File: src/rtl/fetch_stage.sv
// IF stage with IF/ID pipeline register and a 1-entry skid buffer that absorbs the
// 1-cycle instruction-memory latency. Define FETCH_PERF_EN to add performance counters.
module fetch_stage #(
  parameter logic [31:0] RESET_PC = 32'h0000_0000,
  parameter int          INSTR_W  = 32
) (
  input  logic               CLK,
  input  logic               RSTN,
  input  logic               PCWrite,
  input  logic               IMRead,
  input  logic               FDWrite,
  input  logic               Redirect,
  input  logic [31:0]        RedirectPC,
  output logic [31:0]        IADDR,
  output logic               IREAD,
  input  logic [INSTR_W-1:0] INSTR_IM,
  output logic [INSTR_W-1:0] INSTR_D,
  output logic [31:0]        PC_D,
  output logic               VALID_D,
  output logic               FetchErr
`ifdef FETCH_PERF_EN
  ,
  output logic [31:0]        FetchCnt,
  output logic [31:0]        StallCnt,
  output logic [31:0]        FlushCnt
`endif
);

  logic [31:0]        pc;
  logic               resp_v;
  logic [31:0]        resp_pc;
  logic               skid_v;
  logic [INSTR_W-1:0] skid_instr;
  logic [31:0]        skid_pc;

  assign IADDR = pc;
  assign IREAD = IMRead & ~Redirect & RSTN;

  // NOTE: all state uses non-blocking assignments so every register samples pre-edge values.
  always_ff @(posedge CLK) begin
    // NOTE: reset is synchronous; the skid payload is cleared too so no stale data survives.
    if (!RSTN) begin
      pc         <= RESET_PC;
      resp_v     <= 1'b0;
      resp_pc    <= '0;
      skid_v     <= 1'b0;
      skid_instr <= '0;
      skid_pc    <= '0;
      INSTR_D    <= '0;
      PC_D       <= '0;
      VALID_D    <= 1'b0;
      FetchErr   <= 1'b0;
    end else begin
      resp_v  <= IREAD;
      resp_pc <= pc;

      if (Redirect)
        pc <= RedirectPC;
      else if (PCWrite && IREAD)
        pc <= pc + 32'd4;

      if (Redirect) begin
        // Flush: the in-flight response belongs to the wrong path and is dropped.
        VALID_D <= 1'b0;
        skid_v  <= 1'b0;
      end else if (FDWrite) begin
        if (skid_v) begin
          // Older skid entry goes first; a fresh response takes its place.
          INSTR_D <= skid_instr;
          PC_D    <= skid_pc;
          VALID_D <= 1'b1;
          if (resp_v) begin
            skid_instr <= INSTR_IM;
            skid_pc    <= resp_pc;
          end else begin
            skid_v <= 1'b0;
          end
        end else if (resp_v) begin
          INSTR_D <= INSTR_IM;
          PC_D    <= resp_pc;
          VALID_D <= 1'b1;
        end else begin
          VALID_D <= 1'b0;
        end
      end else if (resp_v) begin
        if (!skid_v) begin
          skid_v     <= 1'b1;
          skid_instr <= INSTR_IM;
          skid_pc    <= resp_pc;
        end else begin
          FetchErr <= 1'b1;
        end
      end
    end
  end

`ifdef FETCH_PERF_EN
  always_ff @(posedge CLK) begin
    if (!RSTN) begin
      FetchCnt <= '0;
      StallCnt <= '0;
      FlushCnt <= '0;
    end else begin
      if (!Redirect && FDWrite && (skid_v || resp_v))
        FetchCnt <= FetchCnt + 32'd1;
      if (!Redirect && !FDWrite)
        StallCnt <= StallCnt + 32'd1;
      if (Redirect)
        FlushCnt <= FlushCnt + 32'd1;
    end
  end
`endif

endmodule

File: config.mk
export PLATFORM = sky130hd
export DESIGN_NAME = fetch_stage
export DESIGN_NICKNAME = d
export VERILOG_FILES = /design/src/rtl/fetch_stage.sv
export SDC_FILE = /design/constraint.sdc
export NUM_CORES = 1
export LEC_CHECK = 0
export ABC_AREA = 0
export CAP_MARGIN = 20
export CORE_MARGIN = 2
export CORE_UTILIZATION = 51
export DETAILED_ROUTE_END_ITERATION = 8
export PLACE_DENSITY = 0.84
export SETUP_SLACK_MARGIN = 0.02
export SLEW_MARGIN = 30
export SYNTH_ARGS = -nofsm -noshare
export SYNTH_HDL_FRONTEND = slang
export SYNTH_SLANG_ARGS = --single-unit
File: constraint.sdc
create_clock -name CLK -period 2.4 [get_ports CLK]
set_clock_uncertainty 0.2 [all_clocks]
set_input_delay 0.48 -clock CLK [delete_from_list [all_inputs] [get_ports CLK]]
set_output_delay 0.48 -clock CLK [all_outputs]
set_load 0.02 [all_outputs]
Word level (Yosys, flattened, before mapping) --
Index checks and enable logic that the tools add are counted.
Storage, ports and cells: register bits after elaboration 196, output and inout port bits 99
Operators by class: $add $sub $neg 1, equality and inequality tests 3, multiplexer cells 19, bitwise gates (word level) 5, reduce and logical (&&, ||, !) cells 8
Operator list (count):
- two-way mux 32 bit | 14
- adder 32 x 3 -> 32 bit, second input constant | 1
- nonzero test 2 bit | 3
- two-way mux 1 bit | 5
- AND reduction 5 bit | 1
- != test 2 bit, second input constant | 2
- AND reduction 4 bit | 1
- NOT 1 bit | 3
- AND reduction 3 bit | 1
- AND 1 bit | 2
- != test 2 x 1 -> 1 bit, second input constant | 1
- OR reduction 2 bit | 1
- logical AND 1 bit | 1

Logic depth before layout (Yosys ltp) --
depth after elaboration 6, gate-level depth with buffers 7

Least setup slack after synthesis --
No wires, ideal clock.
path type register to register, start reg pc[3], in the netlist IADDR[3], end reg pc[18], in the netlist IADDR[18], library setup time 122 ps, arrival 2017 ps, data required time 2078 ps, slack 61 ps, stages on the path, launching flop included 7, buffers on the path 1, period minus slack after synthesis 2339 ps, cells stage by stage dfxtp_1 -> ha_1 -> nand3_1 -> or4_4 -> buf_6 -> o211a_1 -> a311o_1
On the way: longest elaborated chain between the ends 3
Ends and longest elaborated chain:
- start: declaration | line 29 | logic [31:0] pc;
- start signal: assignment | line 58 | pc <= RedirectPC;
- start signal: assignment | line 60 | pc <= pc + 32'd4;
- adder 32 x 3 -> 32 bit | line 60
- two-way mux 32 bit | line 59 | else if (PCWrite && IREAD)
- two-way mux 32 bit | line 57 | if (Redirect)
No other way between the ends. The select of a mux whose other input is x is not followed. A chain may end at the register's enable or synchronous reset.

Worst setup path after layout --
start in Redirect, end out IREAD
On the way: longest elaborated chain between the ends 3
Ends and longest elaborated chain:
- start: declaration | line 12 | input logic Redirect,
- NOT 1 bit (no line)
- AND 1 bit (2 in series) | line 37 | assign IREAD = IMRead & ~Redirect & RSTN;
- end: declaration | line 15 | output logic IREAD,
No other way between the ends.

==> results.yml <==
setup_path:
  worstSetupEndpointType: "output port"
  arrival_ns: 1.65
  startpoint: "Redirect"
  worstPathMaxFanout: 2
  critPathCapture: "IREAD"
  r2r_slack_ns: 0.08
  worstSetupPathType: "in2out"
  worstSetupStartpointType: "input port"
  r2r_cells: 4
  timing.rr.end: "IADDR[30]"
  cp.required_ns: 1.72
  r2r_start: "IADDR[8]"
power:
  powerDensity_nw_per_um2: 638
  leakagePower_nw: 4.49
  total_power_w: 0.00697
  peakVddDrop_uv: 485
cells_and_area:
  fillers: 1220
  final_layout_size_suffix_gt1_share_pct: 8.71
  final_cells: 1273
  area_growth_pct: 35.0
  nNetsFinal: 1115
  finalCoreUtilization_pct: 69.5
die:
  die_height_um: 130
  io_pins: 169
  die_w_um: 130
  dieArea_um2: 16900
  rows: 46
  initial_core_util_pct: 51.5
  core_um2: 15700
routing:
  final_antenna_net_count: 0
  wl_per_cell_um: 15.9
  wirelength_mm: 20.3
  drt_iter0_markers: 566
  dr.pass1.iters: 6
  vias_per_cell: 5.50
  vias: 7007
  drc: 0
yosys:
  synth.distinct_cells: 42
  synth-edff-count: 0
  synthMostInstantiatedCell: "nand2_1"
  syn_area_um2: 8090
  synth_cells: 872
  synthFlopType: "dfxtp_1"
  yosys.area.top_type: "dfxtp_1"
  synthTopCellsByArea: "dfxtp_1 (49%), nand2_1 (9.8%), o211a_1 (8.4%), mux2i_1 (8.3%), a21boi_0 (6.0%)"
  syn_area_per_cell_um2: 9.27
  synth_async_sr_flop_share_pct: 0
  ys_seq_area_share_pct: 48.5
  yosys_register_bits: 196
  yosysTopAreaCellShare_pct: 48.5
  yosys-top-cells-count: "nand2_1 (211), dfxtp_1 (196), o211a_1 (68), mux2i_1 (67), a21boi_0 (65)"
  syn-num-nets: 943
  yosys_warnings: 0
timing:
  max_slew.worst_pin.slew_ns: 0.810
  setup_slack_ns: 0.0731
  hold_viol: 0
  setup_viol: 0
  fin_crit_ns: 2.33
  rsz0062_at_grt: "false"
  setup_tns_ns: 0
  slew_violations: 0
  fin_crit_sh_pct: 97.0
  relSlewSlack_pct: 46.0
  fmax_ghz: 0.430
clocking:
  clock_path_buffers: 2
  htreeDepth: 4
  cts_tree: "yes"
  numCtsBuffers: 17
  cts.clk_slew.worst_paths_ns: 0.07
  cts_sinks: 196
  clkLatencyLatePin_ns: 0.43
  root_buffer: "clkbuf_16"
placed_design:
  io_buffers: 168
  dp.cells: 1241
  gp_congestion: 0.904
  pre_cts_ws_ns: -0.260
  dp_hpwl_mm: 13.4
global_route:
  antenna_found_initial: 0
  first_global_vias: 6462
  grt_max_degree: 197
  grt_pass1_wl_mm: 32.0
  grt.total_usage_pct: 23.8
  grt-ovfl-total: 0
status:
  outcome: "finished, final reports clean"
job:
  drv_cap: 0
min_path:
  hold_path.class: "reg2reg"
-- critical path, cell delays in order --
cell and delay [ns]:
clkdlybuf4s50_1 0.47, nor2b_2 0.21, and2_1 0.15, dlygate4sd2_1 0.33
-- kinds of logic (layout without fill, tap and decap cells) --
kind of cell | count (synthesis) | after routing | share of synthesized area [%]
buffers and inverters | 71 | 255 | 3.42
xor gates and xnor gates | 12 | 12 | 1.30
adders and majority gates | 1 | 1 | 0.155
AOI/OAI and AO/OA | 192 | 192 | 19.0
other | 0 | 1 | 0
and+or+nand+nor | 333 | 333 | 19.3
DFF | 196 | 196 | 48.5
muxes | 67 | 67 | 8.29
-- power breakdown --
group / total (W) / switching (W) / internal [W]
sequential: 0.00342 / 0.0000728 / 0.00335
clock: 0.00282 / 0.00127 / 0.00155
combinational: 0.000731 / 0.000352 / 0.000379
total: 0.00697 / 0.00169 / 0.00528
-- cell type report --
class                      instances  area (µm²)  area share [%]
timing repair buffer             222        2230            20.4
antenna                            1        2.50          0.0229
tap                              216         270            2.47
multi-input combinational        605        3900            35.7
clock buffer                      18         429            3.93
sequential                       196        3930            36.0
inverter                           2        7.51          0.0687
clock inverter                    13         150            1.37
-- cells in the final DEF (no fill, tap or decap), types with 3 or more instances in the layout --
cell | netlist | final
a31oi_1 | 8 | 8
o211a_1 | 68 | 68
or3_1 | 4 | 4
clkdlybuf4s50_1 | 0 | 166
nand4_1 | 12 | 12
o21ai_0 | 24 | 24
o31ai_1 | 6 | 6
and2_1 | 38 | 38
buf_12 | 0 | 12
a21oi_1 | 7 | 7
and4_1 | 5 | 5
or4_1 | 11 | 11
mux2i_1 | 67 | 67
buf_4 | 0 | 43
clkbuf_16 | 0 | 17
xnor2_1 | 9 | 9
nand2_1 | 211 | 211
nand2b_1 | 4 | 4
nand3_1 | 16 | 15
o21a_1 | 3 | 3
nor2_1 | 8 | 8
inv_6 | 0 | 4
nor4_1 | 6 | 6
and3_1 | 4 | 3
dfxtp_1 | 196 | 195
xor2_1 | 3 | 3
nor3_1 | 6 | 6
a21boi_0 | 65 | 65
-- through the flow --
step / area [µm²] / hold WS, ns
after global placement: 10300 / 0.246
after detailed placement: 10300 / 0.256
after floorplan: 8090 / 0.240
final: 10900 / 0.261
after global routing: 10900 / 0.287
after CTS: 10900 / 0.265
-- state kept, by name, summed over array words and instances, names as in the netlist --
name,count
skid_v,1
VALID_D,1
resp_pc,32
skid_instr,32
skid_pc,32
FetchErr,1
INSTR_D,32
PC_D,32
IADDR,32
resp_v,1
-- how the worst min path moves through the flow --
stage | startpoint | to | slack (ns) | cells after the start
floorplan | resp_pc[0] | skid_pc[0] | 0.24 | 2
finish | resp_pc[9] | skid_pc[9] | 0.26 | 2
detailed placement | resp_pc[3] | skid_pc[3] | 0.26 | 2
CTS | resp_pc[3] | skid_pc[3] | 0.27 | 2
global placement | resp_pc[11] | skid_pc[11] | 0.25 | 2
global route | skid_instr[24] | skid_instr[24] | 0.29 | 2
-- routing by layer --
metal | vias to the layer above | wire, µm | track usage, % | share of wire [%]
met2 | 253 | 9830 | 39.1 | 48
met5 | - | 0 | 0 | 0
met3 | 39 | 1110 | 4.47 | 5.5
met4 | 0 | 471 | 9.68 | 2.3
li1 | 3398 | - | - | -
met1 | 3317 | 8870 | 30.9 | 44
-- timing repair --
| item | CTS | global route |
|---|---|---|
| setup endpoints to repair | 1 | 0 |
| gates resized for setup | 2 | 0 |
| hold buffers | 0 | 0 |
| buffers inserted | 0 | 0 |
(Power assumes the default switching activity.)
